### config.mk
export PLATFORM = sky130hd
export DESIGN_NAME = holly_bus_router_flat
export DESIGN_NICKNAME = d
export VERILOG_FILES = /design/src/rtl/holly_bus_pkg.sv /design/src/rtl/holly_bus_router_if.sv /design/src/rtl/holly_region_match.sv /design/src/rtl/holly_bus_router.sv /design/src/flat_wrapper.sv
export SDC_FILE = /design/constraint.sdc
export NUM_CORES = 1
export LEC_CHECK = 0
export CORE_AREA = 2 2 229 231
export DETAILED_ROUTE_END_ITERATION = 16
export DIE_AREA = 0 0 231 233
export PLACE_DENSITY = 0.58
export SYNTH_ARGS = -nofsm -noshare
export SYNTH_HDL_FRONTEND = slang
export SYNTH_HIERARCHICAL = 1
export SYNTH_SLANG_ARGS = --single-unit
export TNS_END_PERCENT = 1
### constraint.sdc
create_clock -name clk -period 4.1 [get_ports clk]
set_input_delay 1.025 -clock clk [delete_from_list [all_inputs] [get_ports clk]]
set_output_delay 1.025 -clock clk [all_outputs]
set_load 0.01 [all_outputs]
### src/rtl/holly_bus_pkg.sv
// holly_bus_pkg: shared FSM states, address width and canonical HOLLY region constants
package holly_bus_pkg;
  localparam int HOLLY_ADDR_W = 29;
  typedef enum logic [1:0] {S_IDLE, S_ISSUE, S_WAIT, S_RESP} state_e;
  localparam logic [HOLLY_ADDR_W-1:0] PVR_REG_BASE = 29'h005F7C00;
  localparam logic [HOLLY_ADDR_W-1:0] PVR_REG_MASK = 29'h1FFFFF00;
  localparam logic [HOLLY_ADDR_W-1:0] VRAM64_BASE  = 29'h04000000;
  localparam logic [HOLLY_ADDR_W-1:0] VRAM64_MASK  = 29'h1F800000;
  localparam logic [HOLLY_ADDR_W-1:0] SDRAM_BASE   = 29'h0C000000;
  localparam logic [HOLLY_ADDR_W-1:0] SDRAM_MASK   = 29'h1F000000;
  localparam logic [HOLLY_ADDR_W-1:0] TA_FIFO_BASE = 29'h10000000;
  localparam logic [HOLLY_ADDR_W-1:0] TA_FIFO_MASK = 29'h1F800000;
endpackage

### src/rtl/holly_bus_router_if.sv
// holly_bus_router_if: CPU request/response, per-target and error signals of the router
interface holly_bus_router_if
  import holly_bus_pkg::*;
#(
  parameter int N_TGT  = 4,
  parameter int DATA_W = 64
);
  logic [31:0]             cpu_req_addr;
  logic [DATA_W-1:0]       cpu_req_wdata;
  logic [DATA_W/8-1:0]     cpu_req_wmask;
  logic                    cpu_req_wen;
  logic                    cpu_req_valid;
  logic                    cpu_req_ready;
  logic [DATA_W-1:0]       cpu_resp_rdata;
  logic                    cpu_resp_valid;
  logic [N_TGT-1:0]        tgt_req_valid;
  logic [HOLLY_ADDR_W-1:0] tgt_req_addr;
  logic [DATA_W-1:0]       tgt_req_wdata;
  logic [DATA_W/8-1:0]     tgt_req_wmask;
  logic                    tgt_req_wen;
  logic [N_TGT-1:0]        tgt_resp_valid;
  logic [N_TGT*DATA_W-1:0] tgt_resp_rdata;
  logic                    err_unmapped;
  logic                    err_timeout;
  logic [15:0]             err_count;
  logic [HOLLY_ADDR_W-1:0] err_addr;
  modport slave (
    input  cpu_req_addr, cpu_req_wdata, cpu_req_wmask, cpu_req_wen, cpu_req_valid,
    input  tgt_resp_valid, tgt_resp_rdata,
    output cpu_req_ready, cpu_resp_rdata, cpu_resp_valid,
    output tgt_req_valid, tgt_req_addr, tgt_req_wdata, tgt_req_wmask, tgt_req_wen,
    output err_unmapped, err_timeout, err_count, err_addr
  );
  modport master (
    output cpu_req_addr, cpu_req_wdata, cpu_req_wmask, cpu_req_wen, cpu_req_valid,
    output tgt_resp_valid, tgt_resp_rdata,
    input  cpu_req_ready, cpu_resp_rdata, cpu_resp_valid,
    input  tgt_req_valid, tgt_req_addr, tgt_req_wdata, tgt_req_wmask, tgt_req_wen,
    input  err_unmapped, err_timeout, err_count, err_addr
  );
endinterface

### src/rtl/holly_region_match.sv
// holly_region_match: base/mask region decode, lowest matching index wins
module holly_region_match
  import holly_bus_pkg::*;
#(
  parameter int N_TGT = 4,
  parameter int IDX_W = 2
) (
  input  logic [HOLLY_ADDR_W-1:0]       addr,
  input  logic [N_TGT*HOLLY_ADDR_W-1:0] base,
  input  logic [N_TGT*HOLLY_ADDR_W-1:0] mask,
  output logic                          hit,
  output logic [IDX_W-1:0]              idx
);
  always_comb begin
    hit = 1'b0;
    idx = '0;
    for (int i = 0; i < N_TGT; i++)
      if (!hit && (addr & mask[HOLLY_ADDR_W*i +: HOLLY_ADDR_W]) ==
          (base[HOLLY_ADDR_W*i +: HOLLY_ADDR_W] & mask[HOLLY_ADDR_W*i +: HOLLY_ADDR_W])) begin
        hit = 1'b1;
        idx = IDX_W'(i);
      end
  end
endmodule

### src/rtl/holly_bus_router.sv
// holly_bus_router: single-outstanding SH4 data-bus router with timeout and unmapped error responses
module holly_bus_router
  import holly_bus_pkg::*;
#(
  parameter int N_TGT = 4,
  parameter int DATA_W = 64,
  parameter logic [N_TGT*HOLLY_ADDR_W-1:0] REGION_BASE = '0,
  parameter logic [N_TGT*HOLLY_ADDR_W-1:0] REGION_MASK = '0,
  parameter int TIMEOUT = 255,
  parameter logic [DATA_W-1:0] UNMAPPED_DATA = {DATA_W{1'b1}}
) (
  input logic clk,
  input logic rst,
  holly_bus_router_if.slave bus
);
  localparam int IDX_W = N_TGT > 1 ? $clog2(N_TGT) : 1;
  state_e state_q, state_d;
  logic [HOLLY_ADDR_W-1:0] addr_q, addr_d, err_addr_q, err_addr_d;
  logic [DATA_W-1:0] wdata_q, wdata_d, rdata_q, rdata_d;
  logic [DATA_W/8-1:0] wmask_q, wmask_d;
  logic wen_q, wen_d, eu_q, eu_d, et_q, et_d, hit;
  logic [IDX_W-1:0] sel_q, sel_d, idx;
  logic [15:0] cnt_q, cnt_d, err_count_q, err_count_d;
  logic unused_addr_hi;
  assign unused_addr_hi = ^bus.cpu_req_addr[31:HOLLY_ADDR_W];
  holly_region_match #(.N_TGT(N_TGT), .IDX_W(IDX_W)) u_match (
    .addr(bus.cpu_req_addr[HOLLY_ADDR_W-1:0]),
    .base(REGION_BASE),
    .mask(REGION_MASK),
    .hit (hit),
    .idx (idx)
  );
  always_comb begin
    state_d = state_q;
    addr_d = addr_q;
    wdata_d = wdata_q;
    wmask_d = wmask_q;
    wen_d = wen_q;
    sel_d = sel_q;
    cnt_d = cnt_q;
    rdata_d = rdata_q;
    eu_d = eu_q;
    et_d = et_q;
    err_count_d = err_count_q;
    err_addr_d = err_addr_q;
    case (state_q)
      S_IDLE: if (bus.cpu_req_valid) begin
        addr_d = bus.cpu_req_addr[HOLLY_ADDR_W-1:0];
        wdata_d = bus.cpu_req_wdata;
        wmask_d = bus.cpu_req_wmask;
        wen_d = bus.cpu_req_wen;
        sel_d = idx;
        eu_d = !hit;
        et_d = 1'b0;
        rdata_d = hit ? rdata_q : UNMAPPED_DATA;
        state_d = hit ? S_ISSUE : S_RESP;
      end
      S_ISSUE: begin
        cnt_d = '0;
        state_d = S_WAIT;
      end
      // a target response wins over the timeout limit in the same cycle
      S_WAIT: if (bus.tgt_resp_valid[sel_q]) begin
        rdata_d = bus.tgt_resp_rdata[sel_q*DATA_W +: DATA_W];
        state_d = S_RESP;
      end else if (cnt_q == 16'(TIMEOUT - 1)) begin
        rdata_d = UNMAPPED_DATA;
        et_d = 1'b1;
        state_d = S_RESP;
      end else cnt_d = cnt_q + 16'd1;
      S_RESP: begin
        state_d = S_IDLE;
        err_addr_d = (eu_q || et_q) ? addr_q : err_addr_q;
        err_count_d = err_count_q + 16'((eu_q || et_q) && err_count_q != 16'hFFFF);
      end
      default: state_d = S_IDLE;
    endcase
  end
  always_ff @(posedge clk) begin
    if (rst) begin
      state_q <= S_IDLE;
      addr_q <= '0;
      wdata_q <= '0;
      wmask_q <= '0;
      wen_q <= 1'b0;
      sel_q <= '0;
      cnt_q <= '0;
      rdata_q <= '0;
      eu_q <= 1'b0;
      et_q <= 1'b0;
      err_count_q <= '0;
      err_addr_q <= '0;
    end else begin
      state_q <= state_d;
      addr_q <= addr_d;
      wdata_q <= wdata_d;
      wmask_q <= wmask_d;
      wen_q <= wen_d;
      sel_q <= sel_d;
      cnt_q <= cnt_d;
      rdata_q <= rdata_d;
      eu_q <= eu_d;
      et_q <= et_d;
      err_count_q <= err_count_d;
      err_addr_q <= err_addr_d;
    end
  end
  assign bus.cpu_req_ready = state_q == S_IDLE;
  assign bus.cpu_resp_valid = state_q == S_RESP;
  assign bus.cpu_resp_rdata = rdata_q;
  assign bus.tgt_req_valid = (state_q == S_ISSUE) ? N_TGT'(1) << sel_q : '0;
  assign bus.tgt_req_addr = addr_q;
  assign bus.tgt_req_wdata = wdata_q;
  assign bus.tgt_req_wmask = wmask_q;
  assign bus.tgt_req_wen = wen_q;
  assign bus.err_unmapped = (state_q == S_RESP) && eu_q;
  assign bus.err_timeout = (state_q == S_RESP) && et_q;
  assign bus.err_count = err_count_q;
  assign bus.err_addr = err_addr_q;
endmodule

### src/flat_wrapper.sv
// flat-port wrapper written by rule: the top's interface ports become plain ports
module holly_bus_router_flat import holly_bus_pkg::*;
#(
  parameter int N_TGT = 4,
  parameter int DATA_W = 64,
  parameter logic [N_TGT*HOLLY_ADDR_W-1:0] REGION_BASE = '0,
  parameter logic [N_TGT*HOLLY_ADDR_W-1:0] REGION_MASK = '0,
  parameter int TIMEOUT = 255,
  parameter logic [DATA_W-1:0] UNMAPPED_DATA = {DATA_W{1'b1}}
)
  (clk, rst, bus_cpu_req_addr, bus_cpu_req_wdata, bus_cpu_req_wmask, bus_cpu_req_wen, bus_cpu_req_valid, bus_tgt_resp_valid, bus_tgt_resp_rdata, bus_cpu_req_ready, bus_cpu_resp_rdata, bus_cpu_resp_valid, bus_tgt_req_valid, bus_tgt_req_addr, bus_tgt_req_wdata, bus_tgt_req_wmask, bus_tgt_req_wen, bus_err_unmapped, bus_err_timeout, bus_err_count, bus_err_addr);
  holly_bus_router_if #(.N_TGT(N_TGT), .DATA_W(DATA_W)) bus_i ();
  input logic clk;
  input logic rst;
  input wire logic [$bits(bus_i.cpu_req_addr)-1:0] bus_cpu_req_addr;
  input wire logic [$bits(bus_i.cpu_req_wdata)-1:0] bus_cpu_req_wdata;
  input wire logic [$bits(bus_i.cpu_req_wmask)-1:0] bus_cpu_req_wmask;
  input wire logic [$bits(bus_i.cpu_req_wen)-1:0] bus_cpu_req_wen;
  input wire logic [$bits(bus_i.cpu_req_valid)-1:0] bus_cpu_req_valid;
  input wire logic [$bits(bus_i.tgt_resp_valid)-1:0] bus_tgt_resp_valid;
  input wire logic [$bits(bus_i.tgt_resp_rdata)-1:0] bus_tgt_resp_rdata;
  output wire logic [$bits(bus_i.cpu_req_ready)-1:0] bus_cpu_req_ready;
  output wire logic [$bits(bus_i.cpu_resp_rdata)-1:0] bus_cpu_resp_rdata;
  output wire logic [$bits(bus_i.cpu_resp_valid)-1:0] bus_cpu_resp_valid;
  output wire logic [$bits(bus_i.tgt_req_valid)-1:0] bus_tgt_req_valid;
  output wire logic [$bits(bus_i.tgt_req_addr)-1:0] bus_tgt_req_addr;
  output wire logic [$bits(bus_i.tgt_req_wdata)-1:0] bus_tgt_req_wdata;
  output wire logic [$bits(bus_i.tgt_req_wmask)-1:0] bus_tgt_req_wmask;
  output wire logic [$bits(bus_i.tgt_req_wen)-1:0] bus_tgt_req_wen;
  output wire logic [$bits(bus_i.err_unmapped)-1:0] bus_err_unmapped;
  output wire logic [$bits(bus_i.err_timeout)-1:0] bus_err_timeout;
  output wire logic [$bits(bus_i.err_count)-1:0] bus_err_count;
  output wire logic [$bits(bus_i.err_addr)-1:0] bus_err_addr;
  assign bus_i.cpu_req_addr = bus_cpu_req_addr;
  assign bus_i.cpu_req_wdata = bus_cpu_req_wdata;
  assign bus_i.cpu_req_wmask = bus_cpu_req_wmask;
  assign bus_i.cpu_req_wen = bus_cpu_req_wen;
  assign bus_i.cpu_req_valid = bus_cpu_req_valid;
  assign bus_i.tgt_resp_valid = bus_tgt_resp_valid;
  assign bus_i.tgt_resp_rdata = bus_tgt_resp_rdata;
  assign bus_cpu_req_ready = bus_i.cpu_req_ready;
  assign bus_cpu_resp_rdata = bus_i.cpu_resp_rdata;
  assign bus_cpu_resp_valid = bus_i.cpu_resp_valid;
  assign bus_tgt_req_valid = bus_i.tgt_req_valid;
  assign bus_tgt_req_addr = bus_i.tgt_req_addr;
  assign bus_tgt_req_wdata = bus_i.tgt_req_wdata;
  assign bus_tgt_req_wmask = bus_i.tgt_req_wmask;
  assign bus_tgt_req_wen = bus_i.tgt_req_wen;
  assign bus_err_unmapped = bus_i.err_unmapped;
  assign bus_err_timeout = bus_i.err_timeout;
  assign bus_err_count = bus_i.err_count;
  assign bus_err_addr = bus_i.err_addr;
  holly_bus_router #(.N_TGT(N_TGT), .DATA_W(DATA_W), .REGION_BASE(REGION_BASE), .REGION_MASK(REGION_MASK), .TIMEOUT(TIMEOUT), .UNMAPPED_DATA(UNMAPPED_DATA)) u_core (.clk(clk), .rst(rst), .bus(bus_i));
endmodule
==> impl_metrics.py <==
metrics = {
    "drt": {
        "drt_iter0_drc": 646,
        "num_vias": 12506,
        "top_layer": "met5",
        "drt_drc_violations_left": 0,
        "dr.pass1.iters": 5,
        "dr_wl_met2_mm": 26.8,
        "ant_nets": 0,
        "vias_per_cell": 4.46,
        "wl_met1_mm": 19.9,
        "routedWlPerCell_um": 18.9,
        "met3_length_mm": 4.59,
        "routed_wl_mm": 53.0,
    },
    "global_routing": {
        "grt_util_all_layers_pct": 18.8,
        "gr-total-overflow": 0,
        "grt_pass1_vias": 12308,
        "grt_max_degree": 190,
        "antenna_found_initial": 25,
        "grt_pass1_wl_mm": 77.1,
    },
    "cells_and_area": {
        "final_cell_area_mm2": 0.0201,
        "drive_above_1_share_pct": 6.81,
        "nets": 2468,
        "areaGrowthSynthToFinish_pct": 70.7,
    },
    "clock_network": {
        "clk_path_buf_depth": 3,
        "clock-sinks": 233,
        "postCtsSetupBuffers": 0,
        "path_clk_slew_ns": 0.06,
        "ctsResizeCount": 0,
        "ctsRootBufferMaster": "clkbuf_16",
        "cts_buffers": 29,
        "hold_buffers": 0,
        "h-tree-depth": 1,
        "clock_latency_ns": 0.58,
        "cts_tree": "done",
    },
    "worst_setup_path": {
        "crit_type": "register to primary output",
        "required_ns": 3.07,
        "startpoint_type": "register",
        "cp-end-kind": "primary output",
        "cp_max_fo": 9,
        "worstPathCellList": "ha_1, and2_1, clkdlybuf4s50_1",
        "slowest_delay_ns": 0.61,
        "critPathArrivalTime_ns": 2.26,
        "cp_slowest_cell": "clkdlybuf4s50_1",
    },
    "logic_synthesis": {
        "syn_avg_cell_area_um2": 8.90,
        "yosysSeqAreaShare_pct": 39.7,
        "yosys_register_bits": 233,
        "synthMuxAreaShare_pct": 13.0,
        "synth_top_cell_by_area": "dfxtp_1",
        "synth_top_family_by_area": "simple AND/OR/NAND/NOR gates",
        "synth-edff-count": 0,
        "synth.most_common_cell": "nand2_1",
        "synth_cell_types": 60,
        "ys.flop_type": "dfxtp_1",
        "syn_area_mm2": 0.0118,
        "synthTopCellsByCount": "297 x nand2_1, 233 x dfxtp_1, 143 x a21oi_1, 124 x xor2_1, 101 x nor2_1",
        "synth.area.top_cells": "dfxtp_1 40%, mux4_2 12%, nand2_1 9.5%",
        "synth_compound_area_share_pct": 16.1,
        "synth_xor_area_share_pct": 9.68,
        "synthAdderAreaFrac_pct": 0.958,
        "yosys.area_share.simple_pct": 16.9,
        "synth_cells": 1321,
        "synth_top_cell_area_share_pct": 39.7,
        "ys_warn_count": 6,
        "postSynth.asyncResetShare_pct": 0,
    },
    "floorplan": {
        "die_h_um": 233,
        "die_x_um": 231,
        "io_pins": 587,
        "start_util_pct": 23.0,
        "rows": 83,
        "dieArea_mm2": 0.0538,
        "core_area_mm2": 0.0511,
    },
    "sta": {
        "timing.fmax_mhz": 304,
        "tightest_slew_ns": 0.964,
        "skew_ns": 0.0108,
        "hold_violations": 0,
        "layout_min_cycle_time_ns": 3.29,
        "relSlewSlack_pct": 35.7,
        "setup-violations-final": 0,
        "period_share_pct": 80.2,
        "drv_slew": 0,
        "finalSetupTns_ns": 0,
        "grt_setup_unrepaired": "false",
    },
    "worst_hold_path": {
        "min_path_type": "register to register",
    },
    "place": {
        "gp_congestion": 0.869,
        "portBuffers": 583,
        "place_hpwl_mm": 41.0,
        "placed_area_mm2": 0.0191,
    },
    "run_status": {
        "status": "complete, no violations",
    },
    "power": {
        "power_density_mw_per_mm2": 454,
        "ir_drop_v": 0.000325,
        "static-leakage-power_nw": 7.53,
    },
    "run": {
        "cap_violations": 0,
    },
}
==> registers in the layout (all words and copies together) (netlist names) <==
register,count
u_core/bus.cpu_resp_rdata,64
u_core/bus.tgt_req_wdata,64
u_core/bus.err_addr,29
u_core/bus.tgt_req_addr,29
u_core/bus.err_count,16
u_core/cnt_q,16
u_core/bus.tgt_req_wmask,8
u_core/sel_q,2
u_core/state_q,2
u_core/bus.tgt_req_wen,1
u_core/et_q,1
u_core/eu_q,1
==> final timing paths <==
| kind | to | start | depth (start not counted) | slack, ns |
|---|---|---|---|---|
| worst max-delay path | bus_err_unmapped | u_core/state_q[1]$_SDFFE_PP0P_ | 3 | 0.81 |
| worst min register to register | u_core/bus.err_addr[17]$_SDFFE_PP0P_ | u_core/bus.err_addr[17]$_SDFFE_PP0P_ | 2 | 0.45 |
| worst min-delay path | u_core/bus.err_addr[17]$_SDFFE_PP0P_ | u_core/bus.err_addr[17]$_SDFFE_PP0P_ | 2 | 0.45 |
| worst max register to register | u_core/bus.cpu_resp_rdata[42]$_SDFFE_PP0P_ | u_core/cnt_q[0]$_SDFFE_PP0P_ | 8 | 1.17 |
==> per-stage QoR <==
step           hold slack, ns  std cells  total power (W)  util [%]  setup slack [ns]
4_1_cts                 0.451       2793          0.00920      39.2             0.708
3_3_place_gp            0.438       2740          0.00660      37.4             0.683
5_1_grt                 0.471       2802          0.00966      39.3             0.636
3_5_place_dp            0.445       2740          0.00667      37.4             0.618
2_1_floorplan           0.426       1552          0.00481         -              1.50
6_report                0.450       2804          0.00911      39.3             0.811
==> layer usage <==
metal  track usage [%]  vias up
met3              5.32       83
met2              33.7      524
met5                 0        -
li1                  -     6030
met4              6.88       12
met1              21.1     5857
==> kinds of logic (layout without fill, tap and decap cells) <==
group,Yosys count,count (layout)
AOI/OAI and AO/OA,305,305
xor gates and xnor gates,129,129
adders and majority gates,9,9
buffers and inverters,100,661
DFF,233,233
muxes,71,71
other,1,243
and+or+nand+nor,473,473
==> layout make-up <==
cell class | count | area (µm²)
clock buffers | 42 | 835
repair buffers | 595 | 6000
well taps | 680 | 851
multi-input cells | 1219 | 7540
flip-flops and latches | 233 | 4670
fillers | 5199 | 31000
clock inverters | 11 | 86.3
diodes | 11 | 27.5
inverters | 13 | 48.8
==> layout by cell type (no fill, tap or decap), types with 14 or more instances in the layout <==
cell / Yosys / final
dfxtp_1: 233 / 231
a21oi_1: 143 / 143
conb_1: 1 / 232
mux4_2: 65 / 65
o22ai_1: 64 / 64
nor2_1: 101 / 99
a22oi_1: 31 / 31
nand4_1: 16 / 16
xor2_1: 124 / 124
clkbuf_16: 0 / 29
clkdlybuf4s50_1: 0 / 582
nand3_1: 15 / 14
nand2_1: 297 / 296
==> worst max-delay path, delay by kind of cell, from the launching register on <==
kind	cells	cell delay, ns
buf+inv	1	0.61
fa+ha+maj	1	0.42
flops	1	0.39
simple gates	1	0.27
==> power by group <==
| part | switching (W) | leakage (nW) | internal [W] |
|---|---|---|---|
| Sequential | 0.000297 | 1.91 | 0.00277 |
| Combinational | 0.00176 | 5.17 | 0.00180 |
| Clock | 0.00106 | 0.448 | 0.00142 |
| Total | 0.00312 | 7.53 | 0.00599 |
Note: power is estimated with default switching activity, not from simulation.
